[src/rtl/arith_pkg.sv]
// ---------------------------------------------------------------------------
// arith_pkg
// Shared definitions for the accumulator datapath:
//   - default widths for the accumulator and its operand counter
//   - acc_state_e : accumulator FSM states (IDLE, ACCUM, DONE)
//   - signed_ovf_bit : two's-complement overflow from the three adder MSBs
//   - carry_ovf_bit  : unsigned overflow / borrow from sub flag and carry-out
// ---------------------------------------------------------------------------
package arith_pkg;

   localparam int DEFAULT_DATA_WIDTH  = 32;
   localparam int DEFAULT_COUNT_WIDTH = 8;

   typedef enum logic [1:0] {
      IDLE  = 2'd0,
      ACCUM = 2'd1,
      DONE  = 2'd2
   } acc_state_e;

   // Overflow happens only when both adder inputs share a sign and the
   // result sign differs from it.
   function automatic logic signed_ovf_bit(input logic a_msb,
                                           input logic b_msb,
                                           input logic r_msb);
      return (a_msb == b_msb) && (r_msb != a_msb);
   endfunction

   // Adding: a carry-out means the unsigned sum wrapped.
   // Subtracting (A + ~B + 1): a missing carry-out means a borrow.
   function automatic logic carry_ovf_bit(input logic sub,
                                          input logic carry_out);
      return sub ^ carry_out;
   endfunction

endpackage : arith_pkg

[src/rtl/accumulator_unit_if.sv]
// ---------------------------------------------------------------------------
// accumulator_unit_if
// Control/data bundle between an accumulator client (master) and the
// accumulator_unit (slave).
//   master drives : start_i, length_i, operand_i, sub_i, operand_valid_i
//   slave drives  : ready_o, result_o, carry_ovf_o, signed_ovf_o, done_o,
//                   busy_o
// Signal names keep the _i/_o suffixes as seen from the accumulator.
// ---------------------------------------------------------------------------
interface accumulator_unit_if #(
   parameter int DATA_WIDTH  = 32,
   parameter int COUNT_WIDTH = 8
);

   logic                   start_i;
   logic [COUNT_WIDTH-1:0] length_i;
   logic [DATA_WIDTH-1:0]  operand_i;
   logic                   sub_i;
   logic                   operand_valid_i;

   logic                   ready_o;
   logic [DATA_WIDTH-1:0]  result_o;
   logic                   carry_ovf_o;
   logic                   signed_ovf_o;
   logic                   done_o;
   logic                   busy_o;

   modport master (
      output start_i, length_i, operand_i, sub_i, operand_valid_i,
      input  ready_o, result_o, carry_ovf_o, signed_ovf_o, done_o, busy_o
   );

   modport slave (
      input  start_i, length_i, operand_i, sub_i, operand_valid_i,
      output ready_o, result_o, carry_ovf_o, signed_ovf_o, done_o, busy_o
   );

endinterface : accumulator_unit_if

[src/rtl/carry_lookahead_adder.sv]
// ---------------------------------------------------------------------------
// carry_lookahead_adder
// Purely combinational WIDTH-bit adder built from 4-bit lookahead groups.
// Inside a group every carry is a flat function of the group carry-in;
// groups pass their carry to the next group via group generate/propagate.
//   operand_A_i, operand_B_i : addends
//   carry_i                  : carry into bit 0
//   result_o                 : sum modulo 2^WIDTH
//   carry_o                  : carry out of the MSB
// ---------------------------------------------------------------------------
module carry_lookahead_adder #(
   parameter int WIDTH = 32
) (
   input  logic [WIDTH-1:0] operand_A_i,
   input  logic [WIDTH-1:0] operand_B_i,
   input  logic             carry_i,
   output logic [WIDTH-1:0] result_o,
   output logic             carry_o
);

   localparam int GROUPS    = (WIDTH + 3) / 4;
   localparam int PAD_WIDTH = GROUPS * 4;

   logic [PAD_WIDTH-1:0] gen;
   logic [PAD_WIDTH-1:0] prop;
   logic [GROUPS-1:0]    group_gen;
   logic [GROUPS-1:0]    group_prop;
   logic [PAD_WIDTH:0]   carry;

   genvar gi;

   // Per-bit generate/propagate; bits beyond WIDTH are tied off so that a
   // width that is not a multiple of four still maps onto whole groups.
   generate
      for (gi = 0; gi < PAD_WIDTH; gi++) begin : g_bit
         if (gi < WIDTH) begin : g_real
            assign gen[gi]  = operand_A_i[gi] & operand_B_i[gi];
            assign prop[gi] = operand_A_i[gi] ^ operand_B_i[gi];
         end else begin : g_pad
            assign gen[gi]  = 1'b0;
            assign prop[gi] = 1'b0;
         end
      end

      for (gi = 0; gi < GROUPS; gi++) begin : g_group
         assign group_gen[gi] = gen[4*gi+3]
                              | (prop[4*gi+3] & gen[4*gi+2])
                              | (prop[4*gi+3] & prop[4*gi+2] & gen[4*gi+1])
                              | (prop[4*gi+3] & prop[4*gi+2] & prop[4*gi+1] & gen[4*gi]);
         assign group_prop[gi] = &prop[4*gi +: 4];
      end
   endgenerate

   // Carry network: a local vector keeps the group-to-group dependency
   // inside one process.
   always_comb begin : carry_chain
      logic [PAD_WIDTH:0] c;
      c    = '0;
      c[0] = carry_i;
      for (int g = 0; g < GROUPS; g++) begin
         c[4*g+1] = gen[4*g]
                  | (prop[4*g] & c[4*g]);
         c[4*g+2] = gen[4*g+1]
                  | (prop[4*g+1] & gen[4*g])
                  | (prop[4*g+1] & prop[4*g] & c[4*g]);
         c[4*g+3] = gen[4*g+2]
                  | (prop[4*g+2] & gen[4*g+1])
                  | (prop[4*g+2] & prop[4*g+1] & gen[4*g])
                  | (prop[4*g+2] & prop[4*g+1] & prop[4*g] & c[4*g]);
         c[4*g+4] = group_gen[g] | (group_prop[g] & c[4*g]);
      end
      carry = c;
   end

   generate
      for (gi = 0; gi < WIDTH; gi++) begin : g_sum
         assign result_o[gi] = prop[gi] ^ carry[gi];
      end
   endgenerate

   assign carry_o = carry[WIDTH];

endmodule : carry_lookahead_adder

[src/rtl/accumulator_unit.sv]
// ---------------------------------------------------------------------------
// accumulator_unit
// Multi-operand add/subtract accumulator. A start latches the operand count
// and clears the sum and flags; each accepted operand is added to or
// subtracted from the running sum through a single carry_lookahead_adder.
// After the programmed count, done_o pulses for one cycle with the final
// sum and sticky unsigned/signed overflow flags on the outputs.
//   clk_i            : clock, rising edge
//   rst_i            : asynchronous active-high reset
//   bus.start_i      : begin a run (honoured in IDLE or DONE only)
//   bus.length_i     : operand count, sampled with start_i
//   bus.operand_i    : operand value
//   bus.sub_i        : 1 = subtract, 0 = add
//   bus.operand_valid_i : operand/sub qualifier
//   bus.ready_o      : operand accepted this cycle when valid
//   bus.result_o     : accumulator value
//   bus.carry_ovf_o  : sticky unsigned overflow/borrow
//   bus.signed_ovf_o : sticky two's-complement overflow
//   bus.done_o       : one-cycle completion pulse
//   bus.busy_o       : high while accepting operands
// ---------------------------------------------------------------------------
module accumulator_unit
   import arith_pkg::*;
#(
   parameter int DATA_WIDTH  = DEFAULT_DATA_WIDTH,
   parameter int COUNT_WIDTH = DEFAULT_COUNT_WIDTH
) (
   input  logic              clk_i,
   input  logic              rst_i,
   accumulator_unit_if.slave bus
);

   acc_state_e             state_reg;
   logic [DATA_WIDTH-1:0]  acc_reg;
   logic [COUNT_WIDTH-1:0] count_reg;
   logic [COUNT_WIDTH-1:0] target_reg;
   logic                   carry_ovf_reg;
   logic                   signed_ovf_reg;
   logic                   done_reg;

   logic                   accum_active;
   logic                   xfer;
   logic [DATA_WIDTH-1:0]  add_b;
   logic [DATA_WIDTH-1:0]  add_sum;
   logic                   add_carry;
   logic [COUNT_WIDTH-1:0] count_next;
   logic                   carry_ovf_next;
   logic                   signed_ovf_next;

   // Accept decisions depend only on registered state, never on inputs.
   assign accum_active = (state_reg == ACCUM);
   assign xfer         = bus.operand_valid_i & accum_active;

   // Subtraction as A + ~B + 1: invert the operand and feed sub_i as the
   // carry-in.
   assign add_b = bus.sub_i ? ~bus.operand_i : bus.operand_i;

   carry_lookahead_adder #(
      .WIDTH (DATA_WIDTH)
   ) u_adder (
      .operand_A_i (acc_reg),
      .operand_B_i (add_b),
      .carry_i     (bus.sub_i),
      .result_o    (add_sum),
      .carry_o     (add_carry)
   );

   assign count_next      = count_reg + 1'b1;
   assign carry_ovf_next  = carry_ovf_reg
                          | carry_ovf_bit(bus.sub_i, add_carry);
   assign signed_ovf_next = signed_ovf_reg
                          | signed_ovf_bit(acc_reg[DATA_WIDTH-1],
                                           add_b[DATA_WIDTH-1],
                                           add_sum[DATA_WIDTH-1]);

   // FSM, accumulator, counter and sticky flags share one register block so
   // the done pulse is registered together with the state it reports.
   always_ff @(posedge clk_i or posedge rst_i) begin
      if (rst_i) begin
         state_reg      <= IDLE;
         acc_reg        <= '0;
         count_reg      <= '0;
         target_reg     <= '0;
         carry_ovf_reg  <= 1'b0;
         signed_ovf_reg <= 1'b0;
         done_reg       <= 1'b0;
      end else begin
         case (state_reg)
            // DONE behaves like IDLE for a new start, which lets a client
            // chain runs without a dead cycle.
            IDLE, DONE: begin
               done_reg  <= 1'b0;
               state_reg <= IDLE;
               if (bus.start_i) begin
                  acc_reg        <= '0;
                  count_reg      <= '0;
                  carry_ovf_reg  <= 1'b0;
                  signed_ovf_reg <= 1'b0;
                  target_reg     <= bus.length_i;
                  if (bus.length_i == '0) begin
                     state_reg <= DONE;
                     done_reg  <= 1'b1;
                  end else begin
                     state_reg <= ACCUM;
                  end
               end
            end

            ACCUM: begin
               // Without a transfer every register holds (stall).
               if (xfer) begin
                  acc_reg        <= add_sum;
                  count_reg      <= count_next;
                  carry_ovf_reg  <= carry_ovf_next;
                  signed_ovf_reg <= signed_ovf_next;
                  if (count_next == target_reg) begin
                     state_reg <= DONE;
                     done_reg  <= 1'b1;
                  end
               end
            end

            default: begin
               state_reg <= IDLE;
               done_reg  <= 1'b0;
            end
         endcase
      end
   end

   assign bus.ready_o      = accum_active;
   assign bus.busy_o       = accum_active;
   assign bus.result_o     = acc_reg;
   assign bus.carry_ovf_o  = carry_ovf_reg;
   assign bus.signed_ovf_o = signed_ovf_reg;
   assign bus.done_o       = done_reg;

endmodule : accumulator_unit

[src/flat_wrapper.sv]
// flat-port wrapper written by rule: the top's interface ports become plain ports
module accumulator_unit_flat import arith_pkg::*;
#(
   parameter int DATA_WIDTH  = DEFAULT_DATA_WIDTH,
   parameter int COUNT_WIDTH = DEFAULT_COUNT_WIDTH
)
  (clk_i, rst_i, bus_start_i, bus_length_i, bus_operand_i, bus_sub_i, bus_operand_valid_i, bus_ready_o, bus_result_o, bus_carry_ovf_o, bus_signed_ovf_o, bus_done_o, bus_busy_o);
  accumulator_unit_if #(.DATA_WIDTH(DATA_WIDTH), .COUNT_WIDTH(COUNT_WIDTH)) bus_i ();
  input  logic clk_i;
  input  logic rst_i;
  input wire logic [$bits(bus_i.start_i)-1:0] bus_start_i;
  input wire logic [$bits(bus_i.length_i)-1:0] bus_length_i;
  input wire logic [$bits(bus_i.operand_i)-1:0] bus_operand_i;
  input wire logic [$bits(bus_i.sub_i)-1:0] bus_sub_i;
  input wire logic [$bits(bus_i.operand_valid_i)-1:0] bus_operand_valid_i;
  output wire logic [$bits(bus_i.ready_o)-1:0] bus_ready_o;
  output wire logic [$bits(bus_i.result_o)-1:0] bus_result_o;
  output wire logic [$bits(bus_i.carry_ovf_o)-1:0] bus_carry_ovf_o;
  output wire logic [$bits(bus_i.signed_ovf_o)-1:0] bus_signed_ovf_o;
  output wire logic [$bits(bus_i.done_o)-1:0] bus_done_o;
  output wire logic [$bits(bus_i.busy_o)-1:0] bus_busy_o;
  assign bus_i.start_i = bus_start_i;
  assign bus_i.length_i = bus_length_i;
  assign bus_i.operand_i = bus_operand_i;
  assign bus_i.sub_i = bus_sub_i;
  assign bus_i.operand_valid_i = bus_operand_valid_i;
  assign bus_ready_o = bus_i.ready_o;
  assign bus_result_o = bus_i.result_o;
  assign bus_carry_ovf_o = bus_i.carry_ovf_o;
  assign bus_signed_ovf_o = bus_i.signed_ovf_o;
  assign bus_done_o = bus_i.done_o;
  assign bus_busy_o = bus_i.busy_o;
  accumulator_unit #(.DATA_WIDTH(DATA_WIDTH), .COUNT_WIDTH(COUNT_WIDTH)) u_core (.clk_i(clk_i), .rst_i(rst_i), .bus(bus_i));
endmodule
[config.mk]
export PLATFORM = sky130hd
export DESIGN_NAME = accumulator_unit_flat
export DESIGN_NICKNAME = d
export VERILOG_FILES = /design/src/rtl/arith_pkg.sv /design/src/rtl/accumulator_unit_if.sv /design/src/rtl/carry_lookahead_adder.sv /design/src/rtl/accumulator_unit.sv /design/src/flat_wrapper.sv
export SDC_FILE = /design/constraint.sdc
export NUM_CORES = 1
export LEC_CHECK = 0
export CORE_ASPECT_RATIO = 1.75
export CORE_MARGIN = 3
export CORE_UTILIZATION = 40
export DETAILED_ROUTE_END_ITERATION = 10
export REMOVE_ABC_BUFFERS = 1
export SYNTH_ARGS = -nofsm -noshare
export SYNTH_HDL_FRONTEND = slang
export SYNTH_HIERARCHICAL = 1
export SYNTH_SLANG_ARGS = --single-unit
export TNS_END_PERCENT = 10
[constraint.sdc]
create_clock -name clk_i -period 4.2 [get_ports clk_i]
set_input_delay 1.05 -clock clk_i [delete_from_list [all_inputs] [get_ports clk_i]]
set_output_delay 1.05 -clock clk_i [all_outputs]
set_load 0.01 [all_outputs]
=== Yosys cells after proc, flatten, opt, wreduce, memory -nomap -nowiden ===
Cells that the tools add are included.

* Register bits: 53
* Output and inout port bits: 37

* Equal/unequal tests: 8
* Add/sub/neg operators: 1
* Reductions and logical operators: 16
* Muxes and demuxes: 22
* Bitwise logic cells: 301

{| class="wikitable"
|+ Operators by type and width
! cell !! number
|-
| 1-bit bitwise AND || 153
|-
| 32-bit two-way mux || 3
|-
| 1-bit bitwise OR || 82
|-
| 1-bit bitwise XOR || 65
|-
| 32-bit case mux with 2 select lines || 1
|-
| 32-bit NOT || 1
|-
| 4-bit AND reduction || 8
|-
| 8-bit two-way mux || 2
|-
| 8-bit case mux with 2 select lines || 1
|-
| 8-bit by 1-bit adder with 8-bit output, second input constant || 1
|-
| 8-bit == test || 1
|-
| 8-bit zero test || 1
|-
| 2-bit two-way mux || 4
|-
| 1-bit two-way mux || 7
|-
| 2-bit != test, second input constant || 3
|-
| 1-bit case mux with 2 select lines || 3
|-
| 2-bit case mux with 2 select lines || 1
|-
| 2-bit AND reduction || 2
|-
| 3-bit AND reduction || 1
|-
| 2-bit by 1-bit == test with 1-bit output, second input constant || 1
|-
| 2-bit == test, second input constant || 1
|-
| 2-bit zero test || 1
|-
| 2-bit nonzero test || 1
|-
| 2-bit OR reduction || 1
|-
| 3 further kinds || 3
|}

=== Logic depth before layout (Yosys ltp) ===
Gate-level depths: netlist of the first run.

* Depth in word-level cells: 28
* Gate-level depth with buffers: 16

=== Cells and area by module ===
Netlist of the first run, hierarchy kept.

{| class="wikitable"
|+ Modules (own cells, without submodules)
! module !! cells an instance !! area each (um2) !! seq. area each (um2) !! instances
|-
| accumulator_unit || 302 || 2711.4 || 1301.2 || 1
|-
| carry_lookahead_adder || 167 || 1373.8 || 0.0 || 1
|}

=== Worst setup path before layout of the first run ===
OpenSTA, ideal clock, no wires.

* Kind: input to register
* From: in bus_sub_i
* To: reg u_core.signed_ovf_reg (netlist: u_core/bus.signed_ovf_o)
* Data arrival time: 4.035 ns
* Library setup time: 0.132 ns
* Buffers on the path: 2
* Path slack: 0.033 ns
* Stages: 15
* Required time: 4.068 ns
* Cell sequence: clkbuf_1 -> buf_2 -> xor2_1 -> ha_1 -> nand4b_1 -> a2111oi_2 -> o311ai_4 -> a211oi_4 -> o21ai_2 -> a31oi_2 -> xor2_1 -> nand3b_1 -> o21ai_0 -> a21oi_1 -> nor2_1

* Cells in the longest elaborated chain, start to end: 27
* Elaborated cells on any way between the ends: 156
* Those cells by class: 2 x eq/ne; 3 x mux; 143 x bitwise; 8 x reduce/logical

{| class="wikitable"
|+ Ends and longest elaborated chain
! element !! RTL line !! source
|-
| from (decl) || flat_wrapper.sv:14 || <nowiki>input wire logic [$bits(bus_i.sub_i)-1:0] bus_sub_i;</nowiki>
|-
| 32-bit two-way mux * || accumulator_unit.sv:56 || <nowiki>assign add_b = bus.sub_i ? ~bus.operand_i : bus.operand_i;</nowiki>
|-
| named net u_core.add_b[3] || accumulator_unit.sv:43 || <nowiki>logic [DATA_WIDTH-1:0] add_b;</nowiki>
|-
| 1-bit bitwise XOR || carry_lookahead_adder.sv:38 || <nowiki>assign prop[gi] = operand_A_i[gi] ^ operand_B_i[gi];</nowiki>
|-
| 1-bit bitwise AND (on tied branches) || carry_lookahead_adder.sv:47, carry_lookahead_adder.sv:48, carry_lookahead_adder.sv:49 ||
|-
| 1-bit bitwise OR (tied with other cells) || carry_lookahead_adder.sv:47 || <nowiki>| (prop[4*gi+3] & gen[4*gi+2])</nowiki>
|-
| 1-bit bitwise OR or 1-bit bitwise AND (tied branches) || carry_lookahead_adder.sv:48, carry_lookahead_adder.sv:49 ||
|-
| 1-bit bitwise OR || carry_lookahead_adder.sv:49 || <nowiki>| (prop[4*gi+3] & prop[4*gi+2] & prop[4*gi+1] & gen[4*gi]);</nowiki>
|-
| 1-bit bitwise OR * || carry_lookahead_adder.sv:70 || <nowiki>c[4*g+4] = group_gen[g] | (group_prop[g] & c[4*g]);</nowiki>
|-
| [... 13 more ...] || - ||
|-
| 1-bit bitwise OR * || carry_lookahead_adder.sv:69 || <nowiki>| (prop[4*g+2] & prop[4*g+1] & prop[4*g] & c[4*g]);</nowiki>
|-
| 1-bit bitwise XOR * || carry_lookahead_adder.sv:77 || <nowiki>assign result_o[gi] = prop[gi] ^ carry[gi];</nowiki>
|-
| named net u_core.add_sum[31] || accumulator_unit.sv:44 || <nowiki>logic [DATA_WIDTH-1:0] add_sum;</nowiki>
|-
| 1-bit != test * || arith_pkg.sv:25 || <nowiki>return (a_msb == b_msb) && (r_msb != a_msb);</nowiki>
|-
| 1-bit logical AND * || arith_pkg.sv:25 ||
|-
| 1-bit bitwise OR * || accumulator_unit.sv:72 || <nowiki>| signed_ovf_bit(acc_reg[DATA_WIDTH-1],</nowiki>
|-
| 1-bit two-way mux * || accumulator_unit.sv:111 || <nowiki>if (xfer) begin</nowiki>
|-
| 1-bit case mux with 2 select lines * || accumulator_unit.sv:88 || <nowiki>case (state_reg)</nowiki>
|-
| to (signal assigned) || accumulator_unit.sv:115 || <nowiki>signed_ovf_reg <= signed_ovf_next;</nowiki>
|-
| to (decl) || accumulator_unit.sv:38 || <nowiki>logic signed_ovf_reg;</nowiki>
|}

The timed path passes the listed nets; every way through them passes the cells marked *. The select of a mux whose other input is x is not followed.
A chain may end at the register's enable or synchronous reset.

=== Final worst setup path of the first run ===
* From: in bus_operand_i[0]
* To: reg u_core.signed_ovf_reg (netlist: u_core/bus.signed_ovf_o)

* Cells in the longest elaborated chain, start to end: 26
* Elaborated cells on any way between the ends: 29
* Those cells by class: 1 x eq/ne; 3 x mux; 23 x bitwise; 2 x reduce/logical

{| class="wikitable"
|+ Ends and longest elaborated chain
! element !! RTL line !! source
|-
| from (decl) || flat_wrapper.sv:13 || <nowiki>input wire logic [$bits(bus_i.operand_i)-1:0] bus_operand_i;</nowiki>
|-
| 32-bit NOT || accumulator_unit.sv:56 ||
|-
| 32-bit two-way mux * || accumulator_unit.sv:56 ||
|-
| named net u_core.add_b[0] || accumulator_unit.sv:43 ||
|-
| 1-bit bitwise XOR or 1-bit bitwise AND (tied branches) || carry_lookahead_adder.sv:38, carry_lookahead_adder.sv:37 ||
|-
| 4-bit AND reduction or 1-bit bitwise AND (tied branches) || carry_lookahead_adder.sv:50, carry_lookahead_adder.sv:49 ||
|-
| 1-bit bitwise AND or 1-bit bitwise OR (tied branches) || carry_lookahead_adder.sv:70, carry_lookahead_adder.sv:49 ||
|-
| 1-bit bitwise OR * || carry_lookahead_adder.sv:70 ||
|-
| 1-bit bitwise AND * || carry_lookahead_adder.sv:70 ||
|-
| [... 12 more ...] || - ||
|-
| 1-bit bitwise OR * || carry_lookahead_adder.sv:69 ||
|-
| 1-bit bitwise XOR * || carry_lookahead_adder.sv:77 ||
|-
| named net u_core.add_sum[31] || accumulator_unit.sv:44 ||
|-
| 1-bit != test * || arith_pkg.sv:25 ||
|-
| 1-bit logical AND * || arith_pkg.sv:25 ||
|-
| 1-bit bitwise OR * || accumulator_unit.sv:72 ||
|-
| 1-bit two-way mux * || accumulator_unit.sv:111 ||
|-
| 1-bit case mux with 2 select lines * || accumulator_unit.sv:88 ||
|}

Marked as above.

==> key figures, run 1 <==
Run status
  – Outcome: finished, final reports clean

GRT
  – Largest net degree at the start of global routing: 38
  – GRT Overall Usage: 18.3%
  – Initial antenna violation count: 0
  – Global-route wire length before repair: 16600 um
  – Total grt overflow: 0
  – Number of global-route vias before repair: 3623

Floorplanning
  – Die area: 11500 um2
  – Initial Utilization: 41.2%
  – CORE AREA: 9910 um2
  – Die H: 140 um
  – Top-Level Pins: 82
  – Die width: 82.4 um
  – Cell Rows: 48

Power
  – Tot Pwr: 0.00392 W
  – Psw: 0.00175 W
  – Pleak: 2.42 nW
  – Max VDD drop: 0.396 mV
  – Sw Ratio: 44.7%
  – Combinational Power Share: 64.8%
  – Power per cell area: 744 nW/um2
  – Int Power: 0.00217 W
  – Clock power frac: 10.7%
  – Flop pwr share: 24.5%

Cells and area
  – Max FFs per register: 32
  – Area Overhead vs Synth: 29.0%
  – Share of layout cells above drive strength 1: 8.78%
  – Register area: 1300 um2
  – Final non-filler cell total: 683
  – Commonest non-fill, non-tap cell in the layout: nand2_1
  – Fin nets: 643
  – ANT cells: 0
  – Filler instances: 967
  – Final core occ: 53.2%
  – Commonest non-fill, non-tap cells in the layout: 108 x nand2_1, 80 x clkdlybuf4s50_1, 52 x dfrtp_1
  – Multi-input logic area: 2660 um2

Route
  – TritonRoute pass-1 iters: 5
  – DRT Wirelength: 9970 um
  – Via density: 5.17
  – Routed len/inst: 14.6 um
  – Via Count: 3534
  – DRC violations left: 0
  – ANT nets after route: 0
  – DRT iter0 DRCs: 147

Worst setup path
  – Worst path max stage delay: 430 ps
  – Type of origin of the critical path: input port
  – Worst Path Max Fanout: 3
  – Critical path's slowest cell: a2111oi_4
  – Buffers and inverters on the worst path: 1
  – CP arrival: 4170 ps
  – Family with the most delay on the worst path: compound AO/OA/AOI/OAI gates
  – Critical Path RT: 4390 ps
  – Crit. End Element: register
  – Worst Setup Path Type: in -> reg
  – CP cell instances: clkdlybuf4s50_1 > xor2_1 > ha_1 > a21oi_1 > nand4b_1 > a2111oi_4 > o311ai_4 > a211oi_4 > o21ai_2 > a31oi_2 > xor2_1 > nand3b_1 > o21ai_0 > a21oi_1 > nor2_1

Timing
  – Max Fclk: 0.251 GHz
  – Final hold slack: 506 ps
  – Setup_tns: 0 ps
  – Slew headroom: 19.8%
  – Final period util: 95.0%
  – Fin. Hold Viols: 0
  – Fin. max-slew vios: 0
  – Final min period: 3990 ps
  – Worst-Margin Slew: 1200 ps
  – Final setup fails: 0
  – Clock Skews: 5.11 ps
  – RSZ-0062 raised after global routing: false

Synth
  – Share of Yosys cell area claimed by the top area cell type: 31.9%
  – Asr flop ratio synth: 100%
  – Post-synthesis cell type count: 57
  – Top_reg_cell synth: dfrtp_1
  – Mapped cell area: 4090 um2
  – Gate Count Post-Synth: 469
  – Synth warnings: 6
  – Post-synthesis sequential area ratio: 31.9%
  – Syn Area/Cell: 8.71 um2
  – Area contributors post-synth: dfrtp_1 32%, xor2_1 11%, ha_1 10%, nand2_1 9.9%, fa_1 3.9%
  – Flops & latches, synth: 52
  – EDFF count, synth: 0
  – Cell taking the most area after synthesis: dfrtp_1

Place
  – Post-DP HPWL: 7500 um
  – Port bufs: 81
  – RD Place Congestion: 0.883
  – DP Cell Count: 675

Clocking
  – CTS tree: built
  – Post-CTS Setup Bufs: 0
  – Clock buffer count from CTS: 5
  – Clk buf depth: 2
  – Clk slew on worst S/H paths: 70 ps
  – Clock sinks: 52
  – Root Buffer: clkbuf_16
  – Clk_lat worst skew: 300 ps
  – H-Tree Depth: 2

Flow run
  – Max Cap Viol: 0

Worst hold path
  – Worst hold-check path type: reg -> reg
worst register-to-register path, delay by kind of cell, from the launching register on:
| family | cells | cell delay, ps |
|---|---|---|
| xor+xnor | 1 | 240 |
| fa+ha+maj | 1 | 290 |
| flops | 1 | 410 |
| simple gates | 3 | 480 |
| compound gates | 8 | 1550 |
metrics by stage:
stage | area, um2 | worst slack [ps]
6_report | 5270 | 212
5_1_grt | 5270 | 22.3
4_1_cts | 5260 | 94.7
3_5_place_dp | 5110 | -222
3_3_place_gp | 5110 | -137
2_1_floorplan | 3990 | 434
cells in the mapped netlist (all sizes together), types with 2 or more instances:
| library cell | count |
|---|---|
| o31ai | 3 |
| and3 | 2 |
| a21o | 6 |
| a21oi | 21 |
| nand2b | 7 |
| buf | 13 |
| xnor2 | 16 |
| nand3 | 25 |
| xor2 | 49 |
| fa | 8 |
| or3 | 2 |
| dfrtp | 52 |
| nor2b | 3 |
| o21ai | 37 |
| a211oi | 3 |
| o41ai | 2 |
| inv | 9 |
| nor4 | 3 |
| mux2i | 2 |
| a31oi | 6 |
| nor2 | 29 |
| and2 | 4 |
| nor3 | 2 |
| nand2 | 108 |
| clkbuf | 7 |
| o21a | 3 |
| ha | 33 |
| nand4 | 2 |
power by group through the flow:
stage	combinational [W]	clock, W	sequential (W)
after global placement	0.00250	0	0.000968
final	0.00254	0.000419	0.000961
after CTS	0.00256	0.000430	0.000968
after global routing	0.00286	0.000450	0.000999
after detailed placement	0.00255	0	0.000975
after floorplan	0.00161	0	0.000998
logic make-up (layout without fill, tap and decap cells):
logic type,after synthesis,in the layout,synth area share [%]
simple gates,192,192,21.8
xor+xnor,65,65,14.1
compound gates,88,88,14.5
flops,52,52,31.9
fa+ha+maj,41,41,14.0
mux,2,2,0.490
buf+inv,29,118,3.25
final timing paths:
kind	start	end	slack [ps]	cells past startpoint
worst max-delay path	bus_operand_i[0]	u_core/bus.signed_ovf_o$_DFFE_PP0P_	210	15
worst min-delay path	u_core/bus.carry_ovf_o$_DFFE_PP0P_	u_core/bus.carry_ovf_o$_DFFE_PP0P_	510	2
worst max register to register	u_core/bus.result_o[0]$_DFFE_PP0P_	u_core/bus.signed_ovf_o$_DFFE_PP0P_	1120	13
worst min register to register	u_core/bus.carry_ovf_o$_DFFE_PP0P_	u_core/bus.carry_ovf_o$_DFFE_PP0P_	510	2
max in group asynchronous	rst_i	u_core/bus.result_o[16]$_DFFE_PP0P_	2400	3
min in group asynchronous	rst_i	u_core/bus.result_o[8]$_DFFE_PP0P_	1120	2
layout make-up:
type	instances	area share, %
Inverter	9	0.641
Sequential cell	52	24.7
Tap cell	125	2.97
Timing Repair Buffer	101	18.4
Clock buffer	6	2.45
Multi-Input combinational cell	388	50.6
Clock inverter	2	0.309
per-layer routing:
| layer | GRT usage [%] | part of all wire, % | wire, um | vias to the layer above |
|---|---|---|---|---|
| met5 | 0 | 0 | 0 | - |
| met4 | 6.83 | 2.3 | 231 | 0 |
| met3 | 3.04 | 4.1 | 405 | 15 |
| met2 | 33.2 | 54 | 5390 | 76 |
| met1 | 20.5 | 40 | 3940 | 1685 |
| li1 | - | - | - | 1758 |
timing repair:
| action | 4_1_cts | 5_1_grt |
|---|---|---|
| hold buffers | 0 | 0 |
| setup endpoints to repair | 0 | 1 |
| gates resized for setup | 0 | 1 |
(Power assumes the default switching activity.)
==> run 2: changes to the inputs <==
--- a/config.mk
+++ b/config.mk
@@ -5,10 +5,12 @@
 export SDC_FILE = /design/constraint.sdc
 export NUM_CORES = 1
 export LEC_CHECK = 0
+export ABC_CLOCK_PERIOD_IN_PS = 4200
 export CORE_ASPECT_RATIO = 1.75
 export CORE_MARGIN = 3
-export CORE_UTILIZATION = 40
+export CORE_UTILIZATION = 50
 export DETAILED_ROUTE_END_ITERATION = 10
+export PLACE_DENSITY = 0.78
 export REMOVE_ABC_BUFFERS = 1
 export SYNTH_ARGS = -nofsm -noshare
 export SYNTH_HDL_FRONTEND = slang
==> run 2 against run 1 <==
Effect of this change:
- sequential share of layout area rose by 0.20 points
- combinational power barely moved
- clock skew rose by 3.6 ps
- non-clock buffer count rose by 2
- sequential power fell by 0.5%
- critical endpoint unchanged
- largest cell class unchanged
==> key figures, run 2 (synthesis gave the netlist of run 1 again) <==
Worst setup path
  – Worst Setup Path Type: in -> reg
  – Type of origin of the critical path: input port
  – Critical Path RT: 4380 ps
  – CP cell instances: clkdlybuf4s50_1 > xor2_1 > ha_1 > a21oi_1 > nand4b_1 > a2111oi_2 > o311ai_4 > a211oi_4 > o21ai_2 > a31oi_2 > xor2_1 > nand3b_1 > o21ai_0 > a21oi_1 > nor2_1
  – Buffers and inverters on the worst path: 1
  – Family with the most delay on the worst path: compound AO/OA/AOI/OAI gates
  – CP arrival: 4230 ps
  – Worst path max stage delay: 540 ps
  – R2R setup slack: 1060 ps
  – Worst Path Max Fanout: 3
  – Critical path's slowest cell: a2111oi_2
  – Crit. End Element: register

Cells and area
  – Filler instances: 676
  – Register area: 1300 um2
  – Commonest non-fill, non-tap cell in the layout: nand2_1
  – Final instance area: 5230 um2
  – Final core occ: 65.7%
  – Share of layout cells above drive strength 1: 9.11%
  – Fin nets: 645
  – Max FFs per register: 32
  – ANT cells: 0
  – Area Overhead vs Synth: 28.0%
  – Multi-input logic area: 2650 um2
  – Commonest non-fill, non-tap cells in the layout: 108 x nand2_1, 80 x clkdlybuf4s50_1, 52 x dfrtp_1

Timing
  – Final period util: 96.3%
  – Setup_tns: 0 ps
  – Slew headroom: 32.6%
  – Fin. max-slew vios: 0
  – RSZ-0062 raised after global routing: false
  – Final hold slack: 499 ps
  – Max Fclk: 0.247 GHz
  – Clock Skews: 8.67 ps
  – Fin. Hold Viols: 0
  – Final min period: 4040 ps
  – Worst-Margin Slew: 1010 ps
  – Final setup fails: 0

Place
  – Port bufs: 81
  – Post-DP HPWL: 7280 um
  – RD Place Congestion: 0.915
  – Placement Cell Area: 5080 um2

Clocking
  – Clock sinks: 52
  – Clk_lat worst skew: 300 ps
  – Hold buffers post-CTS: 0
  – Post-CTS Setup Bufs: 0
  – Clk buf depth: 2
  – Post-CTS sizing: 0
  – CTS tree: built
  – Clk slew on worst S/H paths: 70 ps
  – H-Tree Depth: 2
  – Clock buffer count from CTS: 5
  – Root Buffer: clkbuf_16

Route
  – DRC violations left: 0
  – DRT iter0 DRCs: 195
  – DRT Wirelength: 9850 um
  – Via Count: 3576
  – ANT nets after route: 0
  – Routed len/inst: 15.1 um
  – TritonRoute pass-1 iters: 4
  – Via density: 5.50

Flow run
  – Max Cap Viol: 0

Power
  – Power per cell area: 750 nW/um2
  – Max VDD drop: 0.492 mV
  – Pleak: 2.43 nW

Worst hold path
  – Worst hold-check path type: reg -> reg

GRT
  – Number of global-route vias before repair: 3645
  – Initial antenna violation count: 0
  – GRT Overall Usage: 22.1%
  – Global-route wire length before repair: 16400 um
  – Total grt overflow: 0
  – Largest net degree at the start of global routing: 38

Floorplanning
  – Cell Rows: 43
  – Die H: 126 um
  – CORE AREA: 7960 um2
  – Top-Level Pins: 82
  – Die width: 74.3 um
  – Die area: 9330 um2
  – Initial Utilization: 51.3%

Run status
  – Outcome: finished, final reports clean
==> run 2: cell types whose count changed in the layout (fill, tap and decap cells not counted), sizes merged <==
| cell | change |
|---|---|
| buf | +2 |
==> run 2: final timing paths <==
check / end / cells past startpoint / startpoint
setup / recovery: u_core/bus.signed_ovf_o$_DFFE_PP0P_ / 15 / bus_operand_i[0]
hold / removal: u_core/bus.carry_ovf_o$_DFFE_PP0P_ / 2 / u_core/bus.carry_ovf_o$_DFFE_PP0P_
setup reg to reg: u_core/bus.signed_ovf_o$_DFFE_PP0P_ / 13 / u_core/bus.result_o[0]$_DFFE_PP0P_
hold reg to reg: u_core/bus.carry_ovf_o$_DFFE_PP0P_ / 2 / u_core/bus.carry_ovf_o$_DFFE_PP0P_
max in group asynchronous: u_core/bus.result_o[17]$_DFFE_PP0P_ / 3 / rst_i
min in group asynchronous: u_core/target_reg[7]$_DFFE_PP0P_ / 2 / rst_i
==> run 2: cell type report <==
type / count / share of cell area, %
tap: 90 / 2.15
timing repair buffer: 103 / 18.8
clock inverter: 2 / 0.311
sequential: 52 / 24.9
clock buffer: 6 / 2.47
inverter: 9 / 0.646
multi-input combinational: 388 / 50.7
==> run 2: worst register-to-register path: stages, from the launching register on <==
cell and delay (ps):
dfrtp_1 420, ha_1 290, a21oi_1 70, nand4b_1 230, a2111oi_2 540, o311ai_4 170
a211oi_4 290, o21ai_2 90, a31oi_2 270, xor2_1 260, nand3b_1 140, o21ai_0 80
a21oi_1 150, nor2_1 50
==> run 2: per-stage QoR <==
step           power, W  instances  setup WS [ps]
3_5_place_dp    0.00350        642           -147
6_report        0.00392        650            157
5_1_grt         0.00430        650           6.65
4_1_cts         0.00394        650            144
2_1_floorplan   0.00261        449            434
3_3_place_gp    0.00340        642          -72.2
==> run 2: routing by layer <==
metal  GRT usage, %  up-vias  part of all wire, %
li1               -     1762                    -
met1           24.6     1697                   39
met2           40.1       96                   54
met3           3.14       21                  4.1
met4           9.43        0                  2.9
met5              0        -                    0
==> run 2: report_power, final <==
group          total (W)  internal, W  switching [W]
clock network   0.000419     0.000223       0.000196
logic            0.00254      0.00121        0.00134
registers       0.000956     0.000733       0.000224
